`src/rtl/pc_seq_pkg.sv`:
```
// Shared types for the program-counter command sequencer.
package pc_seq_pkg;

  // Storage width of a command argument; the top zero-extends its CNT_W input into it.
  localparam int unsigned PC_ARG_W = 16;

  typedef enum logic [1:0] {
    OP_RUN  = 2'd0,
    OP_HOLD = 2'd1,
    OP_LOAD = 2'd2,
    OP_STOP = 2'd3
  } pc_op_e;

  typedef enum logic [2:0] {
    ST_INIT = 3'd0,
    ST_IDLE = 3'd1,
    ST_RUN  = 3'd2,
    ST_HOLD = 3'd3,
    ST_LOAD = 3'd4,
    ST_STOP = 3'd5
  } pc_seq_state_e;

  typedef struct packed {
    pc_op_e              op;
    logic [PC_ARG_W-1:0] arg;
    logic [2:0]          step;
  } pc_cmd_t;

  // State entered when a command is popped; zero-length RUN/HOLD/STOP collapse to one STOP cycle.
  function automatic pc_seq_state_e entry_state(input pc_cmd_t c);
    pc_seq_state_e s;
    s = ST_STOP;
    if (c.op == OP_LOAD) begin
      s = ST_LOAD;
    end else if (c.arg != '0) begin
      case (c.op)
        OP_RUN:  s = ST_RUN;
        OP_HOLD: s = ST_HOLD;
        default: s = ST_STOP;
      endcase
    end
    return s;
  endfunction

endpackage

```
`src/rtl/pc_cmd_fifo.sv`:
```
// Small synchronous command FIFO with flush; head entry is visible on rd_data.
module pc_cmd_fifo
  import pc_seq_pkg::*;
#(
  parameter int unsigned FIFO_DEPTH = 4
) (
  input  logic                          clk,
  input  logic                          reset_n,
  input  logic                          push,
  input  logic                          pop,
  input  logic                          flush,
  input  pc_cmd_t                       wr_data,
  output pc_cmd_t                       rd_data,
  output logic                          full,
  output logic                          empty,
  output logic [$clog2(FIFO_DEPTH):0]   count
);

  localparam int unsigned AW = $clog2(FIFO_DEPTH);
  localparam int unsigned CW = AW + 1;

  pc_cmd_t         mem_q [FIFO_DEPTH];
  logic [AW-1:0]   wr_ptr_q, wr_ptr_d;
  logic [AW-1:0]   rd_ptr_q, rd_ptr_d;
  logic [CW-1:0]   count_q, count_d;
  logic            do_push, do_pop;

  assign full    = (count_q == CW'(FIFO_DEPTH));
  assign empty   = (count_q == '0);
  assign count   = count_q;
  assign rd_data = mem_q[rd_ptr_q];

  // Pointer and occupancy update; flush wins over any push/pop in the same cycle.
  always_comb begin
    do_push  = push && !full;
    do_pop   = pop && !empty;
    wr_ptr_d = wr_ptr_q;
    rd_ptr_d = rd_ptr_q;
    count_d  = count_q;
    if (flush) begin
      wr_ptr_d = '0;
      rd_ptr_d = '0;
      count_d  = '0;
    end else begin
      if (do_push) wr_ptr_d = wr_ptr_q + 1'b1;
      if (do_pop)  rd_ptr_d = rd_ptr_q + 1'b1;
      case ({do_push, do_pop})
        2'b10:   count_d = count_q + 1'b1;
        2'b01:   count_d = count_q - 1'b1;
        default: count_d = count_q;
      endcase
    end
  end

  // Pointer/count registers.
  always_ff @(posedge clk or negedge reset_n) begin
    if (!reset_n) begin
      wr_ptr_q <= '0;
      rd_ptr_q <= '0;
      count_q  <= '0;
    end else begin
      wr_ptr_q <= wr_ptr_d;
      rd_ptr_q <= rd_ptr_d;
      count_q  <= count_d;
    end
  end

  // Entry storage; contents need no reset since occupancy gates every read.
  always_ff @(posedge clk) begin
    if (do_push && !flush) mem_q[wr_ptr_q] <= wr_data;
  end

endmodule

```
`src/rtl/pc_sequencer.sv`:
```
// Command-driven sequencer for the enhanced program counter pins.
//
//   state | meaning
//   INIT  | after reset/abort; drives pc_reset, then IDLE
//   IDLE  | PC pins quiet; pops the FIFO head when available
//   RUN   | pc_enable with step size, for arg cycles
//   HOLD  | pc_enable + pc_hold, for arg cycles
//   LOAD  | pc_enable + pc_load with load value, one cycle
//   STOP  | PC pins quiet for arg cycles (also zero-length commands)
//
// PC pins are a registered decode of the current state, so they trail the
// state by one cycle; cmd_done rides in the same register stage.
module pc_sequencer
  import pc_seq_pkg::*;
#(
  parameter int unsigned FIFO_DEPTH = 4,
  parameter int unsigned CNT_W      = 8
) (
  input  logic                        clk,
  input  logic                        reset_n,
  input  logic                        cmd_valid,
  output logic                        cmd_ready,
  input  logic [1:0]                  cmd_op,
  input  logic [CNT_W-1:0]            cmd_arg,
  input  logic [2:0]                  cmd_step,
  input  logic                        abort,
  output logic                        pc_reset,
  output logic                        pc_enable,
  output logic                        pc_hold,
  output logic                        pc_load,
  output logic [7:0]                  pc_load_value,
  output logic [2:0]                  pc_step_size,
  output logic                        busy,
  output logic                        cmd_done,
  output logic [$clog2(FIFO_DEPTH):0] fifo_count
);

  pc_seq_state_e    state_q, state_d;
  logic [CNT_W-1:0] cnt_q, cnt_d;
  logic [2:0]       step_q, step_d;
  logic [7:0]       lv_q, lv_d;

  logic             pc_reset_q, pc_reset_d;
  logic             pc_enable_q, pc_enable_d;
  logic             pc_hold_q, pc_hold_d;
  logic             pc_load_q, pc_load_d;
  logic [7:0]       pc_load_value_q, pc_load_value_d;
  logic [2:0]       pc_step_size_q, pc_step_size_d;
  logic             cmd_done_q, cmd_done_d;

  pc_cmd_t          wr_cmd, head;
  logic             fifo_full, fifo_empty;
  logic             push, pop, active, last;

  assign wr_cmd    = '{op: pc_op_e'(cmd_op), arg: PC_ARG_W'(cmd_arg), step: cmd_step};
  assign cmd_ready = !fifo_full && !abort && (state_q != ST_INIT);
  assign push      = cmd_valid && cmd_ready;
  assign active    = (state_q == ST_RUN) || (state_q == ST_HOLD) ||
                     (state_q == ST_LOAD) || (state_q == ST_STOP);
  assign last      = active && ((state_q == ST_LOAD) || (cnt_q <= CNT_W'(1)));
  assign pop       = !fifo_empty && !abort && ((state_q == ST_IDLE) || last);
  assign busy      = active || !fifo_empty;

  pc_cmd_fifo #(.FIFO_DEPTH(FIFO_DEPTH)) u_fifo (
    .clk     (clk),
    .reset_n (reset_n),
    .push    (push),
    .pop     (pop),
    .flush   (abort),
    .wr_data (wr_cmd),
    .rd_data (head),
    .full    (fifo_full),
    .empty   (fifo_empty),
    .count   (fifo_count)
  );

  // Next state, remaining-cycle down-counter and latched command fields.
  always_comb begin
    state_d = state_q;
    cnt_d   = cnt_q;
    step_d  = step_q;
    lv_d    = lv_q;
    if (abort) begin
      state_d = ST_INIT;
    end else if (state_q == ST_INIT) begin
      state_d = ST_IDLE;
    end else if ((state_q == ST_IDLE) || last) begin
      if (pop) begin
        state_d = entry_state(head);
        cnt_d   = CNT_W'(head.arg);
        step_d  = head.step;
        lv_d    = 8'(head.arg);
      end else begin
        state_d = ST_IDLE;
      end
    end else begin
      cnt_d = cnt_q - 1'b1;
    end
  end

  // Pin decode of the current state; abort silences everything including cmd_done.
  always_comb begin
    pc_reset_d      = 1'b0;
    pc_enable_d     = 1'b0;
    pc_hold_d       = 1'b0;
    pc_load_d       = 1'b0;
    pc_load_value_d = '0;
    pc_step_size_d  = '0;
    cmd_done_d      = 1'b0;
    if (!abort) begin
      cmd_done_d = last;
      case (state_q)
        ST_INIT: pc_reset_d = 1'b1;
        ST_RUN: begin
          pc_enable_d    = 1'b1;
          pc_step_size_d = step_q;
        end
        ST_HOLD: begin
          pc_enable_d = 1'b1;
          pc_hold_d   = 1'b1;
        end
        ST_LOAD: begin
          pc_enable_d     = 1'b1;
          pc_load_d       = 1'b1;
          pc_load_value_d = lv_q;
        end
        default: ;
      endcase
    end
  end

  // State, counter and output registers.
  always_ff @(posedge clk or negedge reset_n) begin
    if (!reset_n) begin
      state_q         <= ST_INIT;
      cnt_q           <= '0;
      step_q          <= '0;
      lv_q            <= '0;
      pc_reset_q      <= 1'b1;
      pc_enable_q     <= 1'b0;
      pc_hold_q       <= 1'b0;
      pc_load_q       <= 1'b0;
      pc_load_value_q <= '0;
      pc_step_size_q  <= '0;
      cmd_done_q      <= 1'b0;
    end else begin
      state_q         <= state_d;
      cnt_q           <= cnt_d;
      step_q          <= step_d;
      lv_q            <= lv_d;
      pc_reset_q      <= pc_reset_d;
      pc_enable_q     <= pc_enable_d;
      pc_hold_q       <= pc_hold_d;
      pc_load_q       <= pc_load_d;
      pc_load_value_q <= pc_load_value_d;
      pc_step_size_q  <= pc_step_size_d;
      cmd_done_q      <= cmd_done_d;
    end
  end

  assign pc_reset      = pc_reset_q;
  assign pc_enable     = pc_enable_q;
  assign pc_hold       = pc_hold_q;
  assign pc_load       = pc_load_q;
  assign pc_load_value = pc_load_value_q;
  assign pc_step_size  = pc_step_size_q;
  assign cmd_done      = cmd_done_q;

endmodule

```
`config.mk`:
```
export PLATFORM = sky130hd
export DESIGN_NAME = pc_sequencer
export DESIGN_NICKNAME = d
export VERILOG_FILES = /design/src/rtl/pc_seq_pkg.sv /design/src/rtl/pc_cmd_fifo.sv /design/src/rtl/pc_sequencer.sv
export SDC_FILE = /design/constraint.sdc
export NUM_CORES = 1
export LEC_CHECK = 0
export ABC_AREA = 1
export CAP_MARGIN = 20
export CORE_MARGIN = 1
export CORE_UTILIZATION = 40
export DETAILED_ROUTE_END_ITERATION = 10
export GPL_ROUTABILITY_DRIVEN = 1
export PLACE_DENSITY = 0.71
export SLEW_MARGIN = 20
export SYNTH_ARGS = -nofsm -noshare
export SYNTH_HDL_FRONTEND = slang
export SYNTH_SLANG_ARGS = --single-unit
```
`constraint.sdc`:
```
create_clock -name clk -period 2.4 [get_ports clk]
set_clock_uncertainty 0.15 [all_clocks]
set_input_delay 0.24 -clock clk [delete_from_list [all_inputs] [get_ports clk]]
set_output_delay 0.24 -clock clk [all_outputs]
set_load 0.01 [all_outputs]
```
==> results.sh, run 1 <==
export IMPL_p_per_area_nw_per_um2=1050
export IMPL_dpl_cell_count=572
export IMPL_synth_fa_ha_area_share_pct=2.29
export IMPL_antenna_found_initial=0
export IMPL_fin_area_um2=4950
export IMPL_io_pins=38
export IMPL_crit_fanout=4
export IMPL_syn_cell_area_um2=4140
export IMPL_r2r_end="u_fifo.count[2]$_DFFE_PN0P_"
export IMPL_dp_slack_ns=0.0423
export IMPL_grt_pass1_wl_mm=13.6
export IMPL_grt_total_usage_pct=16.1
export IMPL_reg2regPathDepth=17
export IMPL_synth_area_mux_share_pct=0
export IMPL_rsz0062_at_grt="yes"
export IMPL_hpwl_mm=5.48
export IMPL_syn_inst=397
export IMPL_yosys_top_cells_area="edfxtp_1 38%, dfrtp_1 27%, nand2_1 8.6%"
export IMPL_antenna_cells=0
export IMPL_path_class="register to primary output"
export IMPL_synth_top_family_by_area="simple AND/OR/NAND/NOR gates"
export IMPL_outcome="completed"
export IMPL_seq_area_frac_synth_pct=64.9
export IMPL_areaGrowthSynthToFinish_pct=19.5
export IMPL_cp_data_arrival_time_ns=1.84
export IMPL_cts_root_buf="clkbuf_8"
export IMPL_yosys_area_share_simple_pct=19.3
export IMPL_drt_iter0_markers=152
export IMPL_clkTransAtPathRegs_ns=0.09
export IMPL_initial_core_util_pct=41.8
export IMPL_worstHoldStart="step_q[2]$_DFFE_PN0P_"
export IMPL_top_layer_used="met4"
export IMPL_maxSlewHeadroom_pct=44.4
export IMPL_yosysTopAreaCellShare_pct=37.7
export IMPL_insertion_delay_ns=0.36
export IMPL_grt_pass1_vias=2889
export IMPL_holdCritPathClass="register to register"
export IMPL_drtAntennaViolNets=0
export IMPL_routed_wirelength_mm=8.06
export IMPL_die_h_um=104
export IMPL_num_vias=2886
export IMPL_route_detailed_drc=0
export IMPL_cts_tree="yes"
export IMPL_cts_setup_buffers=0
export IMPL_row_count=36
export IMPL_maxSlewViolCount=0
export IMPL_clock_sinks=97
export IMPL_layout_cells_non_filler=589
export IMPL_wl_met2_mm=3.95
export IMPL_synth_xor_area_share_pct=1.27
export IMPL_core_area_um2=9910
export IMPL_cts_path_max_buffers=2
export IMPL_htree_levels=3
export IMPL_fin_crit_ns=2.23
export IMPL_m1WireLength_mm=3.62
export IMPL_setup_violations=0
export IMPL_vias_per_cell=4.90
export IMPL_p_leak_uw=0.00212
export IMPL_ys_seq_elements=97
export IMPL_wl_per_cell_um=13.7
export IMPL_synth_top_cell_by_area="edfxtp_1"
export IMPL_fill_cells=921
export IMPL_end_kind="primary output"
export IMPL_synth_compound_area_share_pct=6.70
export IMPL_final_net_count=475
export IMPL_fmax_mhz=449
export IMPL_finalHoldViolCount=0
export IMPL_worstMarginPinSlew_ns=0.834
export IMPL_post_dp_cell_area_um2=4720
export IMPL_min_period_over_period_pct=92.8
export IMPL_reg2reg_from="cnt_q[0]$_DFFE_PN0P_"
export IMPL_required_ns=2.01
export IMPL_syn_avg_cell_area_um2=10.4
export IMPL_met3_length_um=335
export IMPL_holdPathStages=2
export IMPL_yosysWarnings=0
export IMPL_final_setup_worst_slack_ns=0.174
export IMPL_port_buffers=37
export IMPL_drive_above_1_share_pct=12.3
export IMPL_drv_cap=0
export IMPL_drt_first_pass_iters=4
export IMPL_synth_cell_type_count=31
export IMPL_syn_nets=421
export IMPL_grt_start_max_net_pins=40
export IMPL_vdd_drop_max_uv=433
export IMPL_r2r_slack_ns=0.17
export IMPL_grt_overflow=0
export IMPL_holdPathEnd="pc_step_size[2]$_DFF_PN0_"
export IMPL_cts_inserted_buffers=9
export IMPL_multi_input_comb_area_um2=1240
export IMPL_regArea_um2=2690
export IMPL_dieWidth_um=104
export IMPL_gp_congestion=0.805
export IMPL_dieArea_um2=10800
export IMPL_start_kind="register"
-- synth_stat cells (all sizes together) --
| cell type | instances |
|---|---|
| o22ai | 5 |
| o21ai | 41 |
| nand3 | 32 |
| clkinv | 1 |
| nand4 | 3 |
| buf | 10 |
| ha | 6 |
| nand2b | 1 |
| fa | 1 |
| dfrtp | 44 |
| xor2 | 5 |
| edfxtp | 52 |
| a22oi | 1 |
| nor2 | 41 |
| a21boi | 1 |
| dfstp | 1 |
| a21oi | 3 |
| nor3 | 3 |
| inv | 40 |
| nand2 | 104 |
| xnor2 | 1 |
| clkbuf | 1 |
-- cells in the final DEF, fill, tap and decap left out, drive strengths merged, types with 5 or more instances in the layout --
master,count
clkdlybuf4s50,36
xor2,5
edfxtp,52
o21ai,41
buf,17
o22ai,5
clkbuf,11
ha,6
inv,43
nand2,104
nand3,32
nor2,41
dfrtp,44
-- how the worst max path moves through the flow --
stage	start	to	slack, ns
final	u_fifo.count[1]$_DFFE_PN0P_	cmd_ready	0.17
after global placement	cnt_q[0]$_DFFE_PN0P_	u_fifo.count[2]$_DFFE_PN0P_	0.14
after detailed placement	cnt_q[0]$_DFFE_PN0P_	u_fifo.count[2]$_DFFE_PN0P_	0.04
after global routing	cnt_q[0]$_DFFE_PN0P_	u_fifo.count[2]$_DFFE_PN0P_	-0.06
after CTS	cnt_q[0]$_DFFE_PN0P_	u_fifo.count[2]$_DFFE_PN0P_	0.02
after floorplan	cnt_q[0]$_DFFE_PN0P_	u_fifo.count[2]$_DFFE_PN0P_	0.12
-- cell families (layout without fill, tap and decap cells) --
logic type,after synthesis,count (layout)
compound gates,51,51
flops,97,97
simple gates,184,184
buf+inv,52,111
fa+ha+maj,7,7
xor+xnor,6,6
-- where the power goes --
group	switching (uW)	internal, uW
logic	1210	706
clock network	567	525
registers	167	2040
total	1940	3270
-- per-layer routing --
metal / track usage (%) / up-vias
met5: 0 / -
met4: 6.94 / 0
met3: 2.83 / 14
met2: 27.0 / 67
met1: 20.4 / 1392
li1: - / 1413
-- layout make-up --
cell class | instances | area share [%]
sequential | 97 | 54.3
multi-input combinational | 248 | 25.1
timing repair buffer | 54 | 10.0
tap | 133 | 3.36
inverter | 41 | 3.16
clock buffer | 11 | 2.88
clock inverter | 5 | 1.24
-- sequential cells by signal, indices dropped and copies added (netlist names) --
name,count
cmd_done,1
cnt_q,8
lv_q,8
pc_enable,1
pc_hold,1
pc_load,1
pc_load_value,8
pc_reset,1
pc_step_size,3
state_q,3
step_q,3
u_fifo.count,3
u_fifo.mem_q,52
u_fifo.rd_ptr_q,2
u_fifo.wr_ptr_q,2
-- stage by stage --
step,setup TNS (ns),power (uW),utilization [%],hold slack [ns]
after floorplan,0,3550,-,-0.206
after global placement,0,4060,47.7,0.241
after detailed placement,0,4120,47.7,0.255
after CTS,0,5220,49.8,0.350
after global routing,-0.0556,5590,50.0,0.365
final,0,5210,50.0,0.344
-- timing repair --
| action | 4_1_cts | 5_1_grt |
|---|---|---|
| hold buffers | 1 | 0 |
| endpoints found under the setup margin | 0 | 2 |
| gates resized for setup | 0 | 5 |
| hold endpoints to repair | 37 | 0 |
-- worst max-delay path, stage by stage, from the launching register on --
cell and delay (ns):
dfrtp_1 0.45, inv_1 0.08, nand3_1 0.10, nand2_1 0.07
nor2_2 0.11, buf_4 0.14, clkdlybuf4s50_1 0.52
(Power assumes the default switching activity.)
==> run 2: changes to the inputs <==
--- a/config.mk
+++ b/config.mk
@@ -7,12 +7,13 @@
 export LEC_CHECK = 0
 export ABC_AREA = 1
 export CAP_MARGIN = 20
+export CORE_ASPECT_RATIO = 1.5
 export CORE_MARGIN = 1
 export CORE_UTILIZATION = 40
 export DETAILED_ROUTE_END_ITERATION = 10
 export GPL_ROUTABILITY_DRIVEN = 1
 export PLACE_DENSITY = 0.71
-export SLEW_MARGIN = 20
+export SLEW_MARGIN = 5
 export SYNTH_ARGS = -nofsm -noshare
 export SYNTH_HDL_FRONTEND = slang
 export SYNTH_SLANG_ARGS = --single-unit
==> results.sh, run 2 (synthesis results as in run 1) <==
export IMPL_route_detailed_drc=0
export IMPL_cpLargestDelayFamily="buffers and inverters"
export IMPL_gp_congestion=0.803
export IMPL_r2r_slack_ns=0.15
export IMPL_insertion_delay_ns=0.34
export IMPL_fin_area_um2=5030
export IMPL_regMostFlops="u_fifo.mem_q"
export IMPL_clkTransAtPathRegs_ns=0.07
export IMPL_maxSlewViolCount=0
export IMPL_start_kind="register"
export IMPL_areaGrowthSynthToFinish_pct=21.5
export IMPL_r2r_end="u_fifo.count[2]$_DFFE_PN0P_"
export IMPL_holdCritPathClass="primary input to asynchronous set/reset pin"
export IMPL_dieArea_um2=10800
export IMPL_initial_core_util_pct=41.1
export IMPL_wl_per_cell_um=13.5
export IMPL_cp_data_arrival_time_ns=1.86
export IMPL_row_count=45
export IMPL_combPwrFrac_pct=33.5
export IMPL_p_int_uw=3660
export IMPL_path_class="register to primary output"
export IMPL_post_route_util_pct=50.0
export IMPL_drive_above_1_share_pct=11.5
export IMPL_final_net_count=473
export IMPL_grt_pass1_wl_mm=12.9
export IMPL_hpwl_mm=5.31
export IMPL_htree_levels=3
export IMPL_die_h_um=127
export IMPL_largest_reg_flops=52
export IMPL_dieWidth_um=85.1
export IMPL_dpl_cell_count=554
export IMPL_end_kind="primary output"
export IMPL_cp_buffers_inverters=2
export IMPL_maxSlewHeadroom_pct=66.4
export IMPL_fin_crit_ns=2.25
export IMPL_layout_commonest_cell="nand2_1"
export IMPL_drtAntennaViolNets=0
export IMPL_final_cell_mix="95 x nand2_1, 52 x edfxtp_1, 44 x dfrtp_1"
export IMPL_fmax_mhz=444
export IMPL_clockPowerShare_pct=27.2
export IMPL_routed_wirelength_mm=7.74
export IMPL_grt_start_max_net_pins=30
export IMPL_p_leak_uw=0.00216
export IMPL_cp_cell_sequence="nor3_1, nor2_2, buf_4, clkdlybuf4s50_1"
export IMPL_drt_iter0_markers=180
export IMPL_power_switching_uw=1950
export IMPL_grt_pass1_vias=2907
export IMPL_io_pins=38
export IMPL_vias_per_cell=5.01
export IMPL_core_area_um2=10100
export IMPL_setup_violations=0
export IMPL_finalHoldViolCount=0
export IMPL_crit_fanout=5
export IMPL_vdd_drop_max_uv=505
export IMPL_reg2reg_from="cnt_q[0]$_DFFE_PN0P_"
export IMPL_antenna_cells=0
export IMPL_critPathMaxStageDelay_ns=0.47
export IMPL_min_period_over_period_pct=93.9
export IMPL_grt_total_usage_pct=15.7
export IMPL_power_uw=5610
export IMPL_clock_sinks=97
export IMPL_num_vias=2863
export IMPL_antenna_found_initial=0
export IMPL_drv_cap=0
export IMPL_drt_first_pass_iters=4
export IMPL_swShare_pct=34.7
export IMPL_p_per_area_nw_per_um2=1110
export IMPL_tns_ns=0
export IMPL_grt_overflow=0
export IMPL_reg2regPathDepth=16
export IMPL_required_ns=2.01
export IMPL_cts_root_buf="clkbuf_16"
export IMPL_post_dp_cell_area_um2=4690
export IMPL_crit_path_top_delay_cell="clkdlybuf4s50_1"
export IMPL_worstMarginPinSlew_ns=0.503
export IMPL_cts_inserted_buffers=9
export IMPL_cts_tree="yes"
export IMPL_pwr_share_seq_pct=39.2
export IMPL_layout_cells_non_filler=571
export IMPL_cts_setup_buffers=0
export IMPL_port_buffers=37
export IMPL_outcome="completed"
export IMPL_cts_path_max_buffers=2
[run 2: cell count changes in the layout (fill, tap and decap cells not counted), moves of 2 or more]
cell / delta
buf_4: -2
clkbuf_16: +9
clkbuf_8: -10
inv_6: +2
[run 2: worst max-delay path by stage]
| stage | from | to | slack [ns] | depth (start not counted) |
|---|---|---|---|---|
| 2_1_floorplan | cnt_q[0]$_DFFE_PN0P_ | u_fifo.count[2]$_DFFE_PN0P_ | 0.12 | 17 |
| 3_3_place_gp | cnt_q[0]$_DFFE_PN0P_ | u_fifo.count[2]$_DFFE_PN0P_ | 0.14 | 17 |
| 3_5_place_dp | cnt_q[0]$_DFFE_PN0P_ | u_fifo.count[2]$_DFFE_PN0P_ | 0.05 | 17 |
| 4_1_cts | cnt_q[0]$_DFFE_PN0P_ | u_fifo.count[2]$_DFFE_PN0P_ | 0.03 | 17 |
| 5_1_grt | cnt_q[0]$_DFFE_PN0P_ | u_fifo.count[2]$_DFFE_PN0P_ | -0.01 | 16 |
| 6_report | state_q[0]$_DFFE_PN0P_ | cmd_ready | 0.15 | 4 |
[run 2: metrics by stage]
stage	setup slack (ns)	hold WS [ns]
CTS	0.0312	0.219
detailed placement	0.0454	0.0287
floorplan	0.118	-0.206
global route	-0.0121	0.234
global placement	0.142	0.0189
finish	0.146	0.197
[run 2: per-layer routing]
metal	global-route usage [%]	share of wire, %	vias to the layer above
met4	9.67	3.2	0
met5	0	0	-
met2	28.0	55	62
met3	3.97	3.4	23
met1	16.2	38	1372
li1	-	-	1406
[run 2: what timing repair did]
action | 4_1_cts | 5_1_grt
hold endpoints to repair | 16 | 0
endpoints found under the setup margin | 0 | 1
hold buffers | 1 | 0
gates resized for setup | 0 | 3
[run 2: final cells by class]
class | count | area (um^2)
clock buffers | 9 | 225
clock inverters | 7 | 100
fillers | 859 | 5040
inverters | 41 | 156
multi-input cells | 248 | 1240
flip-flops and latches | 97 | 2690
well taps | 117 | 146
repair buffers | 52 | 480
[run 2: power by group through the flow]
stage	combinational [uW]	sequential [uW]	clock, uW
floorplan	1350	2210	0
global placement	1800	2220	0
detailed placement	1850	2230	0
CTS	1870	2190	1550
global route	2150	2220	1630
finish	1880	2200	1530
==> run 3: changes to the inputs <==
--- a/config.mk
+++ b/config.mk
@@ -5,11 +5,11 @@
 export SDC_FILE = /design/constraint.sdc
 export NUM_CORES = 1
 export LEC_CHECK = 0
-export ABC_AREA = 1
 export CAP_MARGIN = 20
 export CORE_ASPECT_RATIO = 1.5
 export CORE_MARGIN = 1
 export CORE_UTILIZATION = 40
+export CTS_BUF_LIST = sky130_fd_sc_hd__clkbuf_16
 export DETAILED_ROUTE_END_ITERATION = 10
 export GPL_ROUTABILITY_DRIVEN = 1
 export PLACE_DENSITY = 0.71
==> results.sh, run 3 <==
export IMPL_rsz0062_at_grt="yes"
export IMPL_cp_cell_sequence="or4_4, o41ai_4, nand4_4, nor2_4, fa_1, a32o_1"
export IMPL_initial_core_util_pct=41.4
export IMPL_synth_cell_type_count=46
export IMPL_antenna_cells=0
export IMPL_maxSlewHeadroom_pct=40.1
export IMPL_cts_inserted_buffers=9
export IMPL_cp_buffers_inverters=0
export IMPL_violations="negative setup slack"
export IMPL_path_depth=6
export IMPL_synth_common_cells="52 x edfxtp_1, 44 x dfrtp_1, 17 x nor2_1"
export IMPL_io_pins=38
export IMPL_route_detailed_drc=0
export IMPL_vias_per_cell=5.46
export IMPL_cts_root_buf="clkbuf_16"
export IMPL_synthFlopType="edfxtp_1"
export IMPL_outcome="finished with violations"
export IMPL_yosys_top_cells_area="edfxtp_1 37%, dfrtp_1 26%, mux4_2 7.0%"
export IMPL_reg2regPathDepth=6
export IMPL_drive_above_1_share_pct=29.2
export IMPL_core_area_um2=10100
export IMPL_port_buffers=37
export IMPL_yosys_cell_count_top_type="edfxtp_1"
export IMPL_num_vias=2660
export IMPL_p_leak_uw=0.00210
export IMPL_worstMarginPinSlew_ns=0.898
export IMPL_dieWidth_um=85.6
export IMPL_r2r_end="u_fifo.count[1]$_DFFE_PN0P_"
export IMPL_cts_tree="yes"
export IMPL_path_class="register to register"
export IMPL_hold_slack_ns=0.327
export IMPL_fill_cells=852
export IMPL_dp_slack_ns=-0.156
export IMPL_p_per_area_nw_per_um2=986
export IMPL_gp_congestion=0.806
export IMPL_dieArea_um2=10900
export IMPL_seq_area_frac_synth_pct=64.1
export IMPL_wl_per_cell_um=16.8
export IMPL_min_period_over_period_pct=102
export IMPL_synth_edf_count=52
export IMPL_vdd_drop_max_uv=688
export IMPL_yosysTopAreaCellShare_pct=37.2
export IMPL_end_kind="register"
export IMPL_grt_overflow=0
export IMPL_syn_avg_cell_area_um2=14.9
export IMPL_drtAntennaViolNets=0
export IMPL_cpLargestDelayFamily="simple AND/OR/NAND/NOR gates"
export IMPL_grt_total_usage_pct=16.7
export IMPL_critPathMaxStageDelay_ns=0.60
export IMPL_routed_wirelength_mm=8.20
export IMPL_synthArstFlopShare_pct=46.4
export IMPL_fmax_mhz=410
export IMPL_row_count=45
export IMPL_holdCritPathClass="register to register"
export IMPL_layout_commonest_cell="edfxtp_1"
export IMPL_required_ns=2.48
export IMPL_reg2reg_from="cnt_q[6]$_DFFE_PN0P_"
export IMPL_largest_reg_flops=52
export IMPL_grt_pass1_vias=2813
export IMPL_final_cell_mix="52 x edfxtp_1, 44 x dfrtp_1, 38 x buf_4"
export IMPL_finalHoldViolCount=0
export IMPL_holdPathStages=1
export IMPL_final_net_count=389
export IMPL_cp_data_arrival_time_ns=2.52
export IMPL_crit_fanout=5
export IMPL_yosysWarnings=0
export IMPL_dpl_cell_count=460
export IMPL_insertion_delay_ns=0.34
export IMPL_worstHoldStart="lv_q[2]$_DFFE_PN0P_"
export IMPL_start_kind="register"
export IMPL_clock_sinks=97
export IMPL_grt_pass1_wl_mm=13.6
export IMPL_cts_path_max_buffers=2
export IMPL_clkTransAtPathRegs_ns=0.07
export IMPL_holdPathEnd="pc_load_value[2]$_DFF_PN0_"
export IMPL_layout_cells_non_filler=487
export IMPL_drt_first_pass_iters=4
export IMPL_drv_cap=0
export IMPL_antenna_found_initial=0
export IMPL_r2r_slack_ns=-0.04
export IMPL_syn_cell_area_um2=4200
export IMPL_grt_start_max_net_pins=40
export IMPL_power_uw=5400
export IMPL_ys_seq_elements=97
export IMPL_regMostFlops="u_fifo.mem_q"
export IMPL_syn_inst=282
export IMPL_crit_path_top_delay_cell="or4_4"
export IMPL_htree_levels=3
export IMPL_setup_violations=2
export IMPL_syn_nets=306
export IMPL_synth_top_cell_by_area="edfxtp_1"
export IMPL_maxSlewViolCount=0
export IMPL_areaGrowthSynthToFinish_pct=30.4
export IMPL_hpwl_mm=5.76
export IMPL_final_setup_worst_slack_ns=-0.0389
export IMPL_fin_crit_ns=2.44
export IMPL_tns_ns=-0.0713
export IMPL_die_h_um=127
export IMPL_drt_iter0_markers=110
[run 3: cell types whose count changed after synthesis, sizes merged, moves of 8 or more]
cell | previous run | this run
nand2 | 104 | 10
o21ai | 41 | 3
inv | 40 | 11
nand3 | 32 | 4
nor2 | 41 | 17
and2 | 0 | 15
mux4 | 0 | 13
mux2 | 0 | 11
clkbuf | 1 | 10
mux2i | 0 | 8
[run 3: kinds of logic (layout without fill, tap and decap cells)]
group / count (synthesis) / in the layout / share of synthesized area (%)
AOI/OAI and AO/OA: 36 / 36 / 7.19
xor gates and xnor gates: 8 / 8 / 1.67
adders and majority gates: 7 / 7 / 2.27
buffers and inverters: 25 / 113 / 2.77
DFF: 97 / 97 / 64.1
muxes: 32 / 32 / 11.8
and+or+nand+nor: 77 / 77 / 10.2
[run 3: per-stage QoR]
step / util [%] / instance area [um^2]
5_1_grt: 54.0 / 5470
2_1_floorplan: - / 4230
3_3_place_gp: 49.4 / 5010
6_report: 54.0 / 5470
4_1_cts: 52.9 / 5360
3_5_place_dp: 49.4 / 5010
[run 3: routing by layer]
| metal | global-route usage, % | up-vias | part of all wire, % |
|---|---|---|---|
| met5 | 0 | - | 0 |
| met4 | 9.31 | 0 | 3.0 |
| met3 | 3.81 | 19 | 3.0 |
| met2 | 29.5 | 59 | 56 |
| met1 | 18.2 | 1350 | 38 |
| li1 | - | 1232 | - |
[run 3: worst max path at each step]
stage	slack [ns]	endpoint	start
floorplan	-0.60	u_fifo.count[1]$_DFFE_PN0P_	cnt_q[3]$_DFFE_PN0P_
detailed placement	-0.16	u_fifo.count[1]$_DFFE_PN0P_	cnt_q[6]$_DFFE_PN0P_
CTS	-0.04	u_fifo.count[1]$_DFFE_PN0P_	cnt_q[6]$_DFFE_PN0P_
global placement	-0.12	u_fifo.count[1]$_DFFE_PN0P_	cnt_q[6]$_DFFE_PN0P_
finish	-0.04	u_fifo.count[1]$_DFFE_PN0P_	cnt_q[6]$_DFFE_PN0P_
global route	-0.16	u_fifo.count[2]$_DFFE_PN0P_	cnt_q[6]$_DFFE_PN0P_
[run 3: layout make-up]
type                       instances  area [um^2]  share of cell area (%)
clock inverter                     6         56.3                    1.03
multi-input combinational        160         1460                    26.7
sequential                        97         2690                    49.1
tap                              117          146                    2.68
clock buffer                      10          250                    4.57
timing repair buffer              86          826                    15.1
inverter                          11         41.3                   0.755
[run 3: where the power goes]
group          total (uW)  switching [uW]  internal [uW]  leakage [uW]
clock network        1460             594            864      0.000159
logic                1820             873            949      0.000888
registers            2120             132           1990       0.00105
[run 3: what timing repair did]
item,4_1_cts,5_1_grt
setup endpoints to repair,12,11
hold endpoints to repair,37,0
cloned,0,0
pin swaps,4,9
gates resized for setup,4,10
buffers inserted,4,6
hold buffers,1,0
[run 3: worst reg2reg max path: stages (launching register included)]
cell and delay (ns):
dfrtp_1 0.38, or4_4 0.60, o41ai_4 0.31, nand4_4 0.16, nor2_4 0.11, fa_1 0.41
a32o_1 0.21
